===== src/rtl/router_pkt_fifo.sv =====
// router_pkt_fifo: packet-aware channel FIFO between the router register
// block and one destination port. Each entry stores {sop, data}. The FIFO
// tracks the remaining bytes of the packet being drained (pkt_busy), and
// it latches misuse (write while full, or read while empty) in err.
// Optional build macro ROUTER_FIFO_TRISTATE_EN: legacy tri-stated dout
// while the channel is idle.
module router_pkt_fifo #(
  parameter int DATA_WIDTH = 8,
  parameter int DEPTH      = 16,
  parameter int LEN_MSB    = 7,
  parameter int LEN_LSB    = 2
) (
  input  logic                         clk,
  input  logic                         rst,
  input  logic                         soft_rst,
  input  logic                         we,
  input  logic                         re,
  input  logic                         lfd_state,
  input  logic [DATA_WIDTH-1:0]        din,
  output logic [DATA_WIDTH-1:0]        dout,
  output logic                         dout_valid,
  output logic                         empty,
  output logic                         full,
  output logic [$clog2(DEPTH):0]       count,
  output logic                         pkt_busy,
  output logic                         err
);

  localparam int ADDR_W = $clog2(DEPTH);
  localparam int PW     = LEN_MSB - LEN_LSB + 2;

  logic [DATA_WIDTH:0]   mem [DEPTH];
  logic [ADDR_W:0]       wptr;
  logic [ADDR_W:0]       rptr;
  logic [PW-1:0]         pkt_cnt;
  logic [DATA_WIDTH-1:0] dout_q;
  logic                  flush;
  logic                  wr_ok;
  logic                  rd_ok;
  logic [DATA_WIDTH:0]   rd_entry;
  logic [PW-2:0]         hdr_len;

  assign flush    = !rst || soft_rst;
  assign empty    = (wptr == rptr);
  assign full     = (wptr[ADDR_W-1:0] == rptr[ADDR_W-1:0]) &&
                    (wptr[ADDR_W] != rptr[ADDR_W]);
  assign count    = wptr - rptr;
  assign wr_ok    = we && !full && !flush;
  assign rd_ok    = re && !empty && !flush;
  assign rd_entry = mem[rptr[ADDR_W-1:0]];
  assign hdr_len  = rd_entry[LEN_MSB:LEN_LSB];
  assign pkt_busy = (pkt_cnt != '0);

  // Storage array; contents are not reset, validity comes from the pointers.
  always_ff @(posedge clk) begin
    if (wr_ok)
      mem[wptr[ADDR_W-1:0]] <= {lfd_state, din};
  end

  // Write pointer.
  always_ff @(posedge clk) begin
    if (flush)
      wptr <= '0;
    else if (wr_ok)
      wptr <= wptr + (ADDR_W+1)'(1);
  end

  // Read pointer and the valid strobe for each newly read byte.
  always_ff @(posedge clk) begin
    if (flush) begin
      rptr       <= '0;
      dout_valid <= 1'b0;
    end else begin
      dout_valid <= rd_ok;
      if (rd_ok)
        rptr <= rptr + (ADDR_W+1)'(1);
    end
  end

  // Read data register: cleared by either reset, otherwise holds between reads.
  always_ff @(posedge clk) begin
    if (flush)
      dout_q <= '0;
    else if (rd_ok)
      dout_q <= rd_entry[DATA_WIDTH-1:0];
  end

  // Remaining bytes of the draining packet: headers (re)load length+parity.
  always_ff @(posedge clk) begin
    if (flush)
      pkt_cnt <= '0;
    else if (rd_ok) begin
      if (rd_entry[DATA_WIDTH])
        pkt_cnt <= {1'b0, hdr_len} + PW'(1);
      else if (pkt_cnt != '0)
        pkt_cnt <= pkt_cnt - PW'(1);
    end
  end

  // Sticky misuse flag, evaluated on pre-edge full/empty.
  always_ff @(posedge clk) begin
    if (flush)
      err <= 1'b0;
    else if ((we && full) || (re && empty))
      err <= 1'b1;
  end

`ifdef ROUTER_FIFO_TRISTATE_EN
  logic dout_oe;

  // Output enable: off after soft_rst and on idle cycles outside a packet.
  always_ff @(posedge clk) begin
    if (!rst)
      dout_oe <= 1'b1;
    else if (soft_rst)
      dout_oe <= 1'b0;
    else if (rd_ok)
      dout_oe <= 1'b1;
    else if (pkt_cnt == '0)
      dout_oe <= 1'b0;
  end

  assign dout = dout_oe ? dout_q : 'z;
`else
  assign dout = dout_q;
`endif

endmodule


===== config.mk =====
export PLATFORM = sky130hd
export DESIGN_NAME = router_pkt_fifo
export DESIGN_NICKNAME = d
export VERILOG_FILES = /design/src/rtl/router_pkt_fifo.sv
export SDC_FILE = /design/constraint.sdc
export NUM_CORES = 1
export LEC_CHECK = 0
export BUFFER_PORTS_ARGS = -buffer_cell sky130_fd_sc_hd__buf_2
export CELL_PAD_IN_SITES_DETAIL_PLACEMENT = 1
export CELL_PAD_IN_SITES_GLOBAL_PLACEMENT = 2
export CORE_MARGIN = 3
export CORE_UTILIZATION = 46
export DETAILED_ROUTE_END_ITERATION = 6
export PLACE_DENSITY = 0.76
export SYNTH_ARGS = -nofsm -noshare
export SYNTH_HDL_FRONTEND = slang
export SYNTH_SLANG_ARGS = --single-unit

===== constraint.sdc =====
create_clock -name clk -period 2.75 [get_ports clk]
set_clock_uncertainty 0.15 [all_clocks]
set_input_delay 0.55 -clock clk [delete_from_list [all_inputs] [get_ports clk]]
set_output_delay 0.55 -clock clk [all_outputs]
set_load 0.02 [all_outputs]

## Word level (Yosys, flattened, before mapping)

Memories as Yosys holds them, arrays and structs flattened. A register that Yosys moved wholly into a read port is not among the register bits.
Cells that the tools add are included.

- Multiplexer cells: 6
- Reduce and logical (&&, ||, !) cells: 16
- $lt $le $gt $ge: 0
- Bitwise logic cells: 0
- Multipliers: 0
- Div/mod/pow operators: 0
- Equal/unequal tests: 3
- Shift-type cells: 0
- Add/subtract/negate cells: 5

Operators by type and width:

| operator | number |
|---|---|
| $mux W7 | 2 |
| $add A5 B1 Y5 const B | 2 |
| $mux W4 | 2 |
| $add A6 B1 Y7 const B | 1 |
| $logic_and A1 B1 Y1 | 7 |
| $reduce_bool A7 Y1 | 1 |
| $sub A7 B1 Y7 const B | 1 |
| $eq A5 B5 Y1 | 1 |
| $sub A5 B5 Y5 | 1 |
| $eq A4 B4 Y1 | 1 |
| $logic_not A1 Y1 | 4 |
| $logic_or A1 B1 Y1 | 2 |
| $mux W1 | 2 |
| $reduce_and A2 Y1 | 1 |
| $reduce_bool A2 Y1 | 1 |
| $ne A1 B1 Y1 | 1 |

- Latch bits: 0
- Word-level logic and storage cells: 37
- Bits in writable memories: 144
- Bits of input ports: 14
- Memories: 1
- Flip-flop bits (word level): 27
- Memory bits (read-only): 0

Memories:

| memory | words | bits a word | read ports | clocked after Yosys merged registers in | write ports | RTL line | RTL |
|---|---|---|---|---|---|---|---|
| mem | 16 | 9 | 1 | 1 | 1 | 32 | `logic [DATA_WIDTH:0] mem [DEPTH];` |

## Logic depth before layout (Yosys ltp)

Gate-level depths: netlist of run 1.

- Depth after elaboration: 7
- Depth in mapped cells: 9
- Mapped depth without buffers: 8

## Worst setup path before layout of run 1

Ideal clock, no wire load.

- Kind: reg-to-reg
- Start point: reg wptr[0]
- End point: mem mem[3][0] (netlist name), enable pin
- Clock period less this slack: 2.431 ns
- Stages on the path, launching flop included: 7
- Arrival time: 1.895 ns
- Setup time: 0.387 ns
- Required time: 2.213 ns
- Slack: 0.319 ns
- Cells stage by stage: dfxtp_1 -> inv_1 -> ha_1 -> nand4_1 -> o211a_1 -> nand2_1 -> nor3_1

- Cells in the longest elaborated chain, start to end: 7

RTL lines:

| element | RTL line | RTL |
|---|---|---|
| from (decl) | 33 | `logic [ADDR_W:0] wptr;` |
| from (signal assigned) | 65 | `wptr <= wptr + (ADDR_W+1)'(1);` |
| $eq A4 B4 Y1 | 45 | `assign full = (wptr[ADDR_W-1:0] == rptr[ADDR_W-1:0]) &&` |
| $logic_and A1 B1 Y1 | 45 |  |
| $logic_not A1 Y1 | 48 | `assign wr_ok = we && !full && !flush;` |
| $logic_and A1 B1 Y1 (2 in a row) | 48 |  |
| $mux W1 | 56 | `if (wr_ok)` |
| $mux W1 (not written as such) | 57 | `mem[wptr[ADDR_W-1:0]] <= {lfd_state, din};` |
| to (decl) | 32 |  |

Parallel ways exist; a longest one is shown, timed or not.

## Final worst setup path of run 1

- Start point: reg wptr[0]
- End point: out count[4]

- Cells in the longest elaborated chain, start to end: 1

RTL lines:

| element | RTL line | RTL |
|---|---|---|
| $sub A5 B5 Y5 | 47 | `assign count = wptr - rptr;` |
| to (decl) | 24 | `output logic [$clog2(DEPTH):0] count,` |

No other way between the ends.

==> results of run 1 <==
## cell usage in the layout, fill, tap and decap left out, types with 7 or more instances in the layout
master     netlist  routed
nor2_1          36      36
edfxtp_1       144     144
xnor2_1          9       9
ha_1            12      11
nand2_1         29      29
o21ai_0          8       7
inv_1           11       8
mux4_2          32      32
a21oi_1         15      14
buf_4            3      28
dfxtp_1         31      26
buf_2            4      30
clkbuf_16        0      19
## routing by layer
metal | vias up | wire (um) | share of wire [%] | track usage [%]
li1 | 1811 | - | - | -
met1 | 2068 | 7100 | 43 | 27.1
met2 | 120 | 8480 | 51 | 32.9
met3 | 10 | 834 | 5.0 | 4.59
met4 | 0 | 146 | 0.88 | 5.25
met5 | - | 0 | 0 | 0
## through the flow
stage | cells | setup TNS [ps] | worst slack, ps | hold WS [ps] | utilization (%)
3_5_place_dp | 684 | 0 | 288 | 300 | 50.8
5_1_grt | 718 | -8.52 | -6.63 | 301 | 54.8
2_1_floorplan | 433 | 0 | 319 | 310 | -
6_report | 718 | 0 | 89.9 | 270 | 54.8
4_1_cts | 716 | 0 | 3.80 | 258 | 54.5
3_3_place_gp | 684 | 0 | 293 | 295 | 50.8
## cell type report
type	count	area share (%)
sequential	175	59.2
multi-input combinational	227	25.1
clock buffer	25	6.08
timing repair buffer	62	5.27
tap	211	3.16
clock inverter	7	0.584
inverter	11	0.524
## where the power goes
group / internal, uW / switching (uW) / total, uW / leakage, uW
logic: 74.3 / 123 / 198 / 0.000987
registers: 2870 / 6.42 / 2880 / 0.00155
clock network: 1290 / 965 / 2260 / 0.000269
## worst max-delay path, stage by stage, from the launching register on
cell and delay, ps:
dfxtp_4 360, inv_4 50, ha_4 160, fa_2 400, inv_2 50, a21o_1 110
a21oi_2 60, xnor2_1 180, buf_4 170
## sequential cells by signal, indices dropped and copies added, names as in the netlist, named ones only
name,flops
dout,8
rptr,5
wptr,5
err,1
mem,144
dout_valid,1
pkt_cnt,7
## cells by family (layout without fill, tap and decap cells)
group,after synthesis,in the layout,synth area share (%)
multiplexers,44,44,13.1
flip-flops,175,175,68.7
buffers and inverters,31,105,2.38
AND/OR/NAND/NOR,101,101,6.52
AO/OA/AOI/OAI,55,55,5.30
XOR/XNOR,14,14,1.70
adder cells (fa/ha/maj),13,13,2.36
## worst max-delay path by stage
| stage | slack [ps] | end |
|---|---|---|
| 6_report | 90 | count[4] |
| 5_1_grt | -7 | count[4] |
| 4_1_cts | 4 | count[4] |
| 3_5_place_dp | 290 | pkt_cnt[2]$_SDFFE_PP0P_ |
| 3_3_place_gp | 290 | pkt_cnt[6]$_SDFFE_PP0P_ |
| 2_1_floorplan | 320 | mem[3][0]$_DFFE_PP_ |
## timing repair
item,CTS,global route
setup endpoints to repair,1,2
gates resized for setup,4,10
buffers inserted,0,2
pin swaps,0,2
==> metrics, run 1 <==
status=completed; largest net degree at the start of global routing=35; reg-to-reg endpoint=pkt_cnt[2]$_SDFFE_PP0P_; Root Driver=clkbuf_16; clock sink count=175; clk_lat worst skew=around 420 ps; vias in the first global route=around 4200; most frequent cell after synthesis=edfxtp_1; share of cells above drive strength 1=between 20% and 30%; GRT Overall Usage=around a fifth; top cells by area, synth=edfxtp_1 (60%), mux4_2 (10%), dfxtp_1 (8.6%); WS Path Type=flop to output port; core area=about 15000 um^2; Max Cap Viol=0; first-pass GRT wire length=around 25000 um; post-route cell area=around 8400 um^2; prevailing post-synth register cell=edfxtp_1; Seq cells post-synth=175; vias per inst=about 5.6; hold path depth=3; synthesized area per cell=around 17 um^2; Synth top area share=~60%; Slew @ Worst Pin=around 670 ps; r2r worst-path depth=7; Mapped Nets=460; hold buffers post-CTS=0; Synthesis Warnings=0; Max-slew headroom=55.4%; CTS tree=done; CTS Buf Count=17; drt first pass iters=5; Starting Density=between 40% and 50%; H-tree lvl count=4; FMAX=approximately 0.38 GHz; Pwr Density=638 nW/um^2; Critical Path Source Type=flop; Post-Route WL=around 17000 um; Max Root-Sink Buffers=2; routability cong.=0.753; io pins=32; crit-path max FO=4; hold path startpoint=we; Final setup viols=0; number of DRC markers in iteration 0=291; Synth Cell Area=roughly 7000 um^2; Seq/Total Area, Yosys=slightly below 70%; Vias=~4000; Critical Path RT=2050 ps; Syn Inst Count=433; arrival time at the worst endpoint=between 1500 and 2000 ps; Setup crit start=wptr[0]$_SDFFE_PP0P_; DIE AREA=17200 um^2; Wirelength per Cell=between 20 and 25 um; ys async rst share=0%; HPWL after DPL=roughly 10000 um; leakage power=between 0.002 and 0.003 uW; post-synth cell types=between 50 and 60; Die Y=between 100 and 150 um; Tmin final=around 2700 ps; Crit. End Element=output port; multi-input logic area=approximately 2100 um^2; Post-synth top cells=edfxtp_1 (144), nor2_1 (36), mux4_2 (32); Yosys top cell by area=edfxtp_1; initial antenna violation count=0; Power Total=approximately 5300 uW; Routed Antenna Nets=0; # rows=45; n_diodes=0; remaining global-route overflow=0; Max VDD drop=about 0.00046 V; Worst Hold End=err$_SDFFE_PP0P_; Syn-to-layout area delta=16.1%; R2R setup slack=~280 ps; placed inst area=approximately 7800 um^2; fill count=roughly 1400; Reg area=about 5000 um^2; detailed-route DRC error count=0; Tcrit/Tclk final=a little over nine tenths; Post-synth EDFFs=approximately 140; worst min path class=input port to flop; DIE WIDTH=131 um; Hold Fails Final Rpt=0; Final #Nets=roughly 520; IO buf count=31; clock slew at reported path FFs=around 60 ps; Max Slew Vio Count=0
Note: power is estimated with default switching activity, not from simulation.
==> run 2: changes to the inputs <==
--- a/config.mk
+++ b/config.mk
@@ -12,6 +12,7 @@
 export CORE_UTILIZATION = 46
 export DETAILED_ROUTE_END_ITERATION = 6
 export PLACE_DENSITY = 0.76
+export REMOVE_ABC_BUFFERS = 1
 export SYNTH_ARGS = -nofsm -noshare
 export SYNTH_HDL_FRONTEND = slang
 export SYNTH_SLANG_ARGS = --single-unit
==> run 2 against run 1 <==
Net effect:
- worst setup slack better by 7.2 ps
- combinational power is essentially flat
- non-clock buffer count up 1
- highest routed layer unchanged
- first-iteration DRC count up 11%
- largest cell class unchanged
- via count shrank 0.55%
- total power increased by 7.3%
- global-route usage rose by 0.26 points
- sequential power is essentially flat
- clock-buffer cell count is 8 lower
- sequential share of layout area is 0.60 points lower
==> metrics, run 2 (synthesis results as in run 1) <==
status=completed (unchanged); Final #Nets=522 (was 521); CTS tree=done (unchanged); largest net degree at the start of global routing=35 (unchanged); core area=15300 um^2 (unchanged); FMAX=0.377 GHz (was 0.376 GHz); hold buffers post-CTS=0 (unchanged); Max VDD drop=0.000436 V (was 0.000456 V); share of cells above drive strength 1=27.8% (was 27.4%); placed inst area=7760 um^2 (about the same); cell mode on critical path=inv_1; Tmin final=2650 ps (was 2660 ps); vias per inst=5.55 (was 5.58); detailed-route DRC error count=0 (unchanged); Crit. End Element=output port (unchanged); critical-path cell list=inv_1 -> fa_2 -> inv_1 -> a21o_1 -> a21oi_1 -> xnor2_1 -> buf_4 (was inv_4 -> ha_4 -> fa_2 -> inv_2 -> a21o_1 -> a21oi_2 -> xnor2_1 -> buf_4); Starting Density=47.2% (unchanged); arrival time at the worst endpoint=1950 ps (was 1960 ps); io pins=32 (unchanged); Worst Hold Margin=254 ps (was 270 ps); IO buf count=31 (unchanged); CTS Buf Count=17 (unchanged); Vias=3987 (was 4009); # rows=45 (unchanged); post-route cell area=8440 um^2 (was 8360 um^2); H-tree lvl count=4 (unchanged); drt first pass iters=4 (was 5); number of DRC markers in iteration 0=323 (was 291); Tcrit/Tclk final=96.5% (was 96.7%); Critical Path RT=2050 ps (about the same); first-pass GRT wire length=25700 um (was 25300 um); number of flip-flops in the largest register=144 (unchanged); GRT busiest layer=met2 (unchanged); clock sink count=175 (unchanged); crit-path max FO=6 (was 4); clk_lat worst skew=420 ps (about the same); WS Path Type=flop to output port (unchanged); CP Buf/Inv Count=3 (unchanged); leakage power=0.00284 uW (was 0.00280 uW); slowest stage cell, crit path=dfxtp_1 (was fa_2); n_diodes=0 (unchanged); Max Root-Sink Buffers=2 (unchanged); routability cong.=0.766 (was 0.753); DIE AREA=17200 um^2 (unchanged); GR Util met2=32.7% (was 32.9%); DIE WIDTH=131 um (unchanged); worst min path class=input port to flop (unchanged); Critical Path Source Type=flop (unchanged); HPWL after DPL=10500 um (about the same); remaining global-route overflow=0 (unchanged); Pwr Density=679 nW/um^2 (was 638 nW/um^2); met1 usage=28.5% (was 27.1%); Die Y=131 um (unchanged); commonest non-fill, non-tap cell in the layout=edfxtp_1 (unchanged); GRT Overall Usage=20.2% (was 20.0%); Power Total=5730 uW (was 5340 uW); initial antenna violation count=0 (unchanged); Slowest Stage Delay on Critical Path=430 ps (was 400 ps); Final setup viols=0 (unchanged); most frequent cells in the layout=edfxtp_1 (144), nor2_1 (35), mux4_2 (32) (was edfxtp_1 (144), nor2_1 (36), mux4_2 (32)); Max Slew Vio Count=0 (unchanged); Routed Antenna Nets=0 (unchanged); met3 Track Usage GR=3.45% (was 4.59%); delay-heaviest family, CP=flip-flops (was adder cells); clock slew at reported path FFs=60 ps (about the same); vias in the first global route=4180 (was 4190); Slew @ Worst Pin=641 ps (was 668 ps); Syn-to-layout area delta=17.2% (was 16.1%); Root Driver=clkbuf_16 (unchanged); Hold Fails Final Rpt=0 (unchanged); Wirelength per Cell=23.1 um (about the same); Max-slew headroom=56.8% (was 55.4%); Max Cap Viol=0 (unchanged); Post-Route WL=16600 um (about the same)
[run 2: changes by cell type in the layout (fill, tap and decap cells not counted), sizes merged]
cell      change
inv           +1
clkbuf        -8
bufinv        +5
buf           +1
clkinvlp      +2
[run 2: worst min-delay path, cell delays in order]
cell      delay, ps
buf_2           100
a221oi_1         70
nor2_1           70
[run 2: repair_timing]
action                                  CTS  global route
setup buffers                             0             1
endpoints found under the setup margin    1             2
gates resized for setup                   4             3
pin swaps                                 0             1
[run 2: final timing paths]
check | startpoint | to | slack (ps) | cells past startpoint
max reg2reg | flop | pkt_cnt[5]$_SDFFE_PP0P_ | 270 | 7
min reg2reg | dout[2]$_SDFFE_PP0P_ | dout[2]$_SDFFE_PP0P_ | 310 | 2
min | re | err$_SDFFE_PP0P_ | 250 | 3
max | wptr[1]$_SDFFE_PP0P_ | count[4] | 100 | 7
[run 2: area by class of cell]
type	count	area, um^2
clock buffers	17	425
clock inverters	15	231
fillers	1448	6820
inverters	11	41.3
multi-input cells	227	2090
flip-flops and latches	175	4950
well taps	211	264
repair buffers	63	435
[run 2: routing by layer]
| layer | vias to the layer above | part of all wire (%) |
|---|---|---|
| met5 | - | 0 |
| met4 | 0 | 1.2 |
| met3 | 12 | 3.7 |
| met2 | 64 | 50 |
| met1 | 2096 | 45 |
| li1 | 1815 | - |
[run 2: stage by stage]
stage          util, %  worst slack, ps  std cells  TNS, ps
2_1_floorplan        -             -489        413    -3740
3_3_place_gp      50.9              302        686        0
3_5_place_dp      50.9              267        686        0
4_1_cts           55.2             16.1        718        0
5_1_grt           55.3            -10.5        719    -18.0
6_report          55.3             97.1        719        0
[run 2: where the power goes]
| group | internal (uW) | switching (uW) | total (uW) |
|---|---|---|---|
| combinational | 73.2 | 124 | 197 |
| sequential | 2870 | 6.35 | 2880 |
| clock | 1630 | 1020 | 2650 |
